==> src/rtl/alu_op_sequencer.sv <==
// Issue stage for the TotalALU: one R-type op at a time, held for the ALU/divider latency.
// Optional macro DIV0_TRAP_EN turns a DIVU with in_b==0 into an error beat instead of an issue.
module alu_op_sequencer #(
  parameter int DATA_W     = 32,
  parameter int ALU_LAT    = 1,
  parameter int DIV_CYCLES = 32
) (
  input  logic              clk,
  input  logic              reset,
  input  logic              in_valid,
  output logic              in_ready,
  input  logic [5:0]        in_funct,
  input  logic [DATA_W-1:0] in_a,
  input  logic [DATA_W-1:0] in_b,
  output logic [DATA_W-1:0] alu_dataA,
  output logic [DATA_W-1:0] alu_dataB,
  output logic [5:0]        alu_signal,
  input  logic [DATA_W-1:0] alu_result,
  output logic              out_valid,
  input  logic              out_ready,
  output logic [DATA_W-1:0] out_result,
  output logic [5:0]        out_funct,
  output logic              out_err
);

  localparam int CNT_W = $clog2(DIV_CYCLES + 2);

  localparam logic [5:0] F_AND  = 6'b100100;
  localparam logic [5:0] F_OR   = 6'b100101;
  localparam logic [5:0] F_ADD  = 6'b100000;
  localparam logic [5:0] F_SUB  = 6'b100010;
  localparam logic [5:0] F_SLT  = 6'b101010;
  localparam logic [5:0] F_SRL  = 6'b000010;
  localparam logic [5:0] F_MFHI = 6'b010000;
  localparam logic [5:0] F_MFLO = 6'b010010;
  localparam logic [5:0] F_DIVU = 6'b011011;

  typedef enum logic [1:0] {
    ST_IDLE,
    ST_ISSUE,
    ST_DIV_WAIT
  } state_e;

  typedef enum logic [1:0] {
    CLS_SINGLE,
    CLS_DIV,
    CLS_ILLEGAL
  } op_class_e;

  state_e              state_q;
  logic [CNT_W-1:0]    cnt_q;
  logic [DATA_W-1:0]   dataA_q;
  logic [DATA_W-1:0]   dataB_q;
  logic [5:0]          signal_q;
  logic                out_valid_q;
  logic [DATA_W-1:0]   out_result_q;
  logic [5:0]          out_funct_q;
  logic                out_err_q;
  op_class_e           op_class_d;

  always_comb begin
    op_class_d = CLS_ILLEGAL;
    case (in_funct)
      F_AND, F_OR, F_ADD, F_SUB, F_SLT, F_SRL, F_MFHI, F_MFLO:
        op_class_d = CLS_SINGLE;
      F_DIVU: begin
`ifdef DIV0_TRAP_EN
        op_class_d = (in_b == '0) ? CLS_ILLEGAL : CLS_DIV;
`else
        op_class_d = CLS_DIV;
`endif
      end
      default: op_class_d = CLS_ILLEGAL;
    endcase
  end

  assign in_ready = (state_q == ST_IDLE) && !out_valid_q;

  // The funct being executed lives on signal_q, so it doubles as the pending out_funct.
  always_ff @(posedge clk or negedge reset) begin
    if (!reset) begin
      state_q      <= ST_IDLE;
      cnt_q        <= '0;
      dataA_q      <= '0;
      dataB_q      <= '0;
      signal_q     <= '0;
      out_valid_q  <= 1'b0;
      out_result_q <= '0;
      out_funct_q  <= '0;
      out_err_q    <= 1'b0;
    end else begin
      if (out_valid_q && out_ready) begin
        out_valid_q <= 1'b0;
      end
      case (state_q)
        ST_IDLE: begin
          if (in_valid && !out_valid_q) begin
            case (op_class_d)
              CLS_SINGLE: begin
                dataA_q  <= in_a;
                dataB_q  <= in_b;
                signal_q <= in_funct;
                cnt_q    <= CNT_W'(ALU_LAT);
                state_q  <= ST_ISSUE;
              end
              CLS_DIV: begin
                dataA_q  <= in_a;
                dataB_q  <= in_b;
                signal_q <= in_funct;
                cnt_q    <= CNT_W'(DIV_CYCLES);
                state_q  <= ST_DIV_WAIT;
              end
              default: begin
                out_result_q <= '0;
                out_funct_q  <= in_funct;
                out_err_q    <= 1'b1;
                out_valid_q  <= 1'b1;
              end
            endcase
          end
        end
        ST_ISSUE: begin
          if (cnt_q == '0) begin
            out_result_q <= alu_result;
            out_funct_q  <= signal_q;
            out_err_q    <= 1'b0;
            out_valid_q  <= 1'b1;
            signal_q     <= '0;
            state_q      <= ST_IDLE;
          end else begin
            cnt_q <= cnt_q - 1'b1;
          end
        end
        ST_DIV_WAIT: begin
          if (cnt_q == '0) begin
            signal_q <= '0;
            state_q  <= ST_IDLE;
          end else begin
            cnt_q <= cnt_q - 1'b1;
          end
        end
        default: state_q <= ST_IDLE;
      endcase
    end
  end

  assign alu_dataA  = dataA_q;
  assign alu_dataB  = dataB_q;
  assign alu_signal = signal_q;
  assign out_valid  = out_valid_q;
  assign out_result = out_result_q;
  assign out_funct  = out_funct_q;
  assign out_err    = out_err_q;

endmodule

==> config.mk <==
export PLATFORM = sky130hd
export DESIGN_NAME = alu_op_sequencer
export DESIGN_NICKNAME = d
export VERILOG_FILES = /design/src/rtl/alu_op_sequencer.sv
export SDC_FILE = /design/constraint.sdc
export NUM_CORES = 1
export LEC_CHECK = 0
export BUFFER_PORTS_ARGS = -buffer_cell sky130_fd_sc_hd__buf_2
export CORE_MARGIN = 8
export CORE_UTILIZATION = 35
export DETAILED_ROUTE_END_ITERATION = 10
export SETUP_SLACK_MARGIN = 0.1
export SLEW_MARGIN = 20
export SYNTH_ARGS = -nofsm -noshare
export SYNTH_HDL_FRONTEND = slang
export SYNTH_SLANG_ARGS = --single-unit
==> constraint.sdc <==
create_clock -name clk -period 2.2 [get_ports clk]
set_input_delay 0.11 -clock clk [delete_from_list [all_inputs] [get_ports clk]]
set_output_delay 0.11 -clock clk [all_outputs]
set_load 0.02 [all_outputs]
==> metrics.yaml <==
floorplanning:
  coreArea_sq_mm: 0.0138
  ioPinCount: 217
  die_w_microns: 134
  start_util_pct: 35.4
  die-area_sq_mm: 0.0180
  rows: 43
  die_h_microns: 134
routing:
  wl_met1_mm: 6.37
  vias: 4602
  route.met2.wl_mm: 7.54
  wl_per_cell_microns: 15.6
  drt_iter0_drc: 149
  drtAntennaViolNets: 0
  highest_layer: "met4"
  viasPerCell: 4.65
  drt_pre_antenna_iters: 4
  drc: 0
  routed_wl_mm: 15.5
  wl_met3_mm: 1.36
yosys:
  synth_async_sr_flop_share_pct: 100
  synth_nets: 575
  synth_edf_count: 0
  yosysTopAreaCellShare_pct: 60.5
  synthFlopType: "dfrtp_1"
  netlist_instances: 465
  avgSynthCellArea_sq_um: 10.5
  netlist_top_cells_area: "dfrtp_1 61%, nand2_1 15%, a22o_1 6.8%"
  ys_seq_area_share_pct: 60.5
  synth_seq_cells: 118
  ys.warnings.count: 0
  syn-cell-area_sq_mm: 0.00488
  synth_cell_types: 45
  synth_area_leader_cell: "dfrtp_1"
clock_tree:
  path_clk_slew_ns: 0.05
  cts-root-buf: "clkbuf_16"
  cts_made_buffers: 17
  cts.sinks: 118
  cts.htree.levels: 4
  clock_latency_ns: 0.41
  cts_tree: "built"
  cts_buffer_depth: 2
final_layout:
  final_common_cell: "buf_2"
  nets: 906
  fin_cells: 989
  register_area_sq_mm: 0.00295
  final_cell_area_sq_mm: 0.00781
  layout_common_cells: "215 x buf_2, 197 x nand2_1, 118 x dfrtp_1"
  nFillCells: 1162
  multi_input_area_sq_mm: 0.00176
  syn_to_final_growth_pct: 60.1
  drive_gt1_share_pct: 35.3
setup_path:
  cp_num_buf_inv: 3
  crit_family: "buffers and inverters"
  critPathKind: "in2reg"
  cp_max_fo: 6
  slowest_stage: "or4_4"
  cp.arrival_ns: 2.29
  path_cells: "dlygate4sd3_1, buf_2, or4_4, a41o_1, nand2_2, buf_4, mux2_2"
  worstSetupEndpointType: "flip-flop"
  critPathMaxStageDelay_ns: 0.57
  startpoint_type: "input pin"
  crit_required_ns: 2.49
timing:
  relSlewSlack_pct: 58.6
  setup_violations: 0
  rsz0062_at_grt: "false"
  fin_crit_ns: 2.00
  min_period_over_period_pct: 90.9
  worst_pin_slew_ns: 0.621
  maxSlewViolCount: 0
  fmax_mhz: 500
  setup_slack_ns: 0.199
  fin_skew_ns: 0.00784
  fin_tns_setup_ns: 0
  hold_viol_final: 0
power:
  p_sw_w: 0.00363
  combinationalPowerShare_pct: 37.7
  peakVddDrop_uv: 682
  sequentialPowerShare_pct: 35.2
  powerDensity_mw_per_mm2: 1240
  p_sw_share_pct: 37.5
  p_int_w: 0.00605
  leakage_nw: 4.23
  pwr-share-clk_pct: 27.1
placed_design:
  post_dp_cell_area_sq_mm: 0.00615
  dp.cells: 849
  portBuffers: 216
  hpwlAfterDp_mm: 9.96
  routabilityCongestion: 0.799
  pre_cts_slack_ns: 0.0772
grt:
  grt_pass1_wl_mm: 24.9
  grt_max_degree: 46
  track_usage_pct: 17.3
  grt-ovfl-total: 0
  antenna_found_initial: 0
  grt_pass1_vias: 4907
hold_path:
  min_path_type: "in2reg"
run:
  drv_cap: 0
outcome:
  status: "finished, final reports clean"
logic make-up (layout without fill, tap and decap cells):
group | after synthesis | in the layout | share of synthesized area (%)
AND/OR/NAND/NOR | 228 | 229 | 19.1
adder cells (fa/ha/maj) | 4 | 4 | 1.03
flip-flops | 118 | 118 | 60.5
other | 0 | 1 | 0
AO/OA/AOI/OAI | 66 | 66 | 11.3
buffers and inverters | 32 | 374 | 4.21
multiplexers | 17 | 17 | 3.80
synth_stat cells, types with 2 or more instances:
cell / instances
nand2_1: 198
dfrtp_1: 118
a22o_1: 38
mux2_2: 12
clkbuf_1: 8
inv_1: 8
buf_4: 7
o21ai_0: 6
mux2i_1: 5
nand3_1: 5
nor2b_1: 5
ha_1: 4
nor2_1: 4
buf_6: 3
buf_8: 3
nor3_1: 3
o21bai_1: 3
and2_1: 2
buf_2: 2
nand2b_1: 2
o211ai_1: 2
o21ai_1: 2
o22ai_1: 2
or3_1: 2
per-stage QoR:
stage	total power, W	hold WS (ns)	utilization (%)
2_1_floorplan	0.00553	-0.186	-
3_3_place_gp	0.00675	0.157	44.6
3_5_place_dp	0.00684	0.161	44.6
4_1_cts	0.00970	0.111	56.3
5_1_grt	0.0103	0.137	56.7
6_report	0.00968	0.145	56.7
metal layers:
metal	up-vias	GRT usage, %
met1	2214	19.7
met4	0	6.43
met3	13	7.40
met2	161	28.1
met5	-	0
li1	2214	-
sequential cells by signal, summed over array words and instances, names as in the netlist:
signal and flops:
alu_signal 6, alu_dataA 32, out_err 1, out_result 32, state_q 2, cnt_q 6
alu_dataB 32, out_funct 6, out_valid 1
worst register-to-register path, cell delays in order (launching register included):
cell and delay [ns]:
dfrtp_1 0.40, inv_1 0.10, ha_1 0.14, nor2b_2 0.19, nand3_2 0.19, o21ai_0 0.15
nand2_2 0.13, buf_4 0.23, a22o_1 0.28
cell type report:
class	instances	area share, %
sequential	118	37.8
timing repair buffer	335	29.1
multi-input combinational	316	22.5
clock buffer	20	5.85
tap	180	2.89
clock inverter	11	1.38
inverter	8	0.385
antenna	1	0.0321
what timing repair did:
action / 4_1_cts / 5_1_grt
setup buffers: 0 / 3
resized for setup: 1 / 4
pin swaps: 0 / 1
cloned: 0 / 1
hold buffers: 104 / 0
setup endpoints to repair: 22 / 30
endpoints found under the hold margin: 146 / 0
power groups by stage:
stage	Combinational (W)	Clock, W	Sequential [W]
3_3_place_gp	0.00339	0	0.00337
4_1_cts	0.00359	0.00271	0.00339
3_5_place_dp	0.00344	0	0.00340
5_1_grt	0.00397	0.00280	0.00350
6_report	0.00365	0.00262	0.00340
2_1_floorplan	0.00124	0	0.00429
worst paths after layout:
path,startpoint,end,slack (ns),depth (start not counted)
max reg2reg,cnt_q[0],out_result[5],0.26,8
min in group asynchronous,reset,alu_dataB[10],0.26,2
max in group asynchronous,reset,alu_dataB[1],1.29,3
max,in_funct[1],out_funct[5],0.20,7
min reg2reg,alu_dataA[26],alu_dataA[26],0.47,2
min,in_funct[4],out_funct[4],0.14,3
Power figures use the tool's default switching activity.
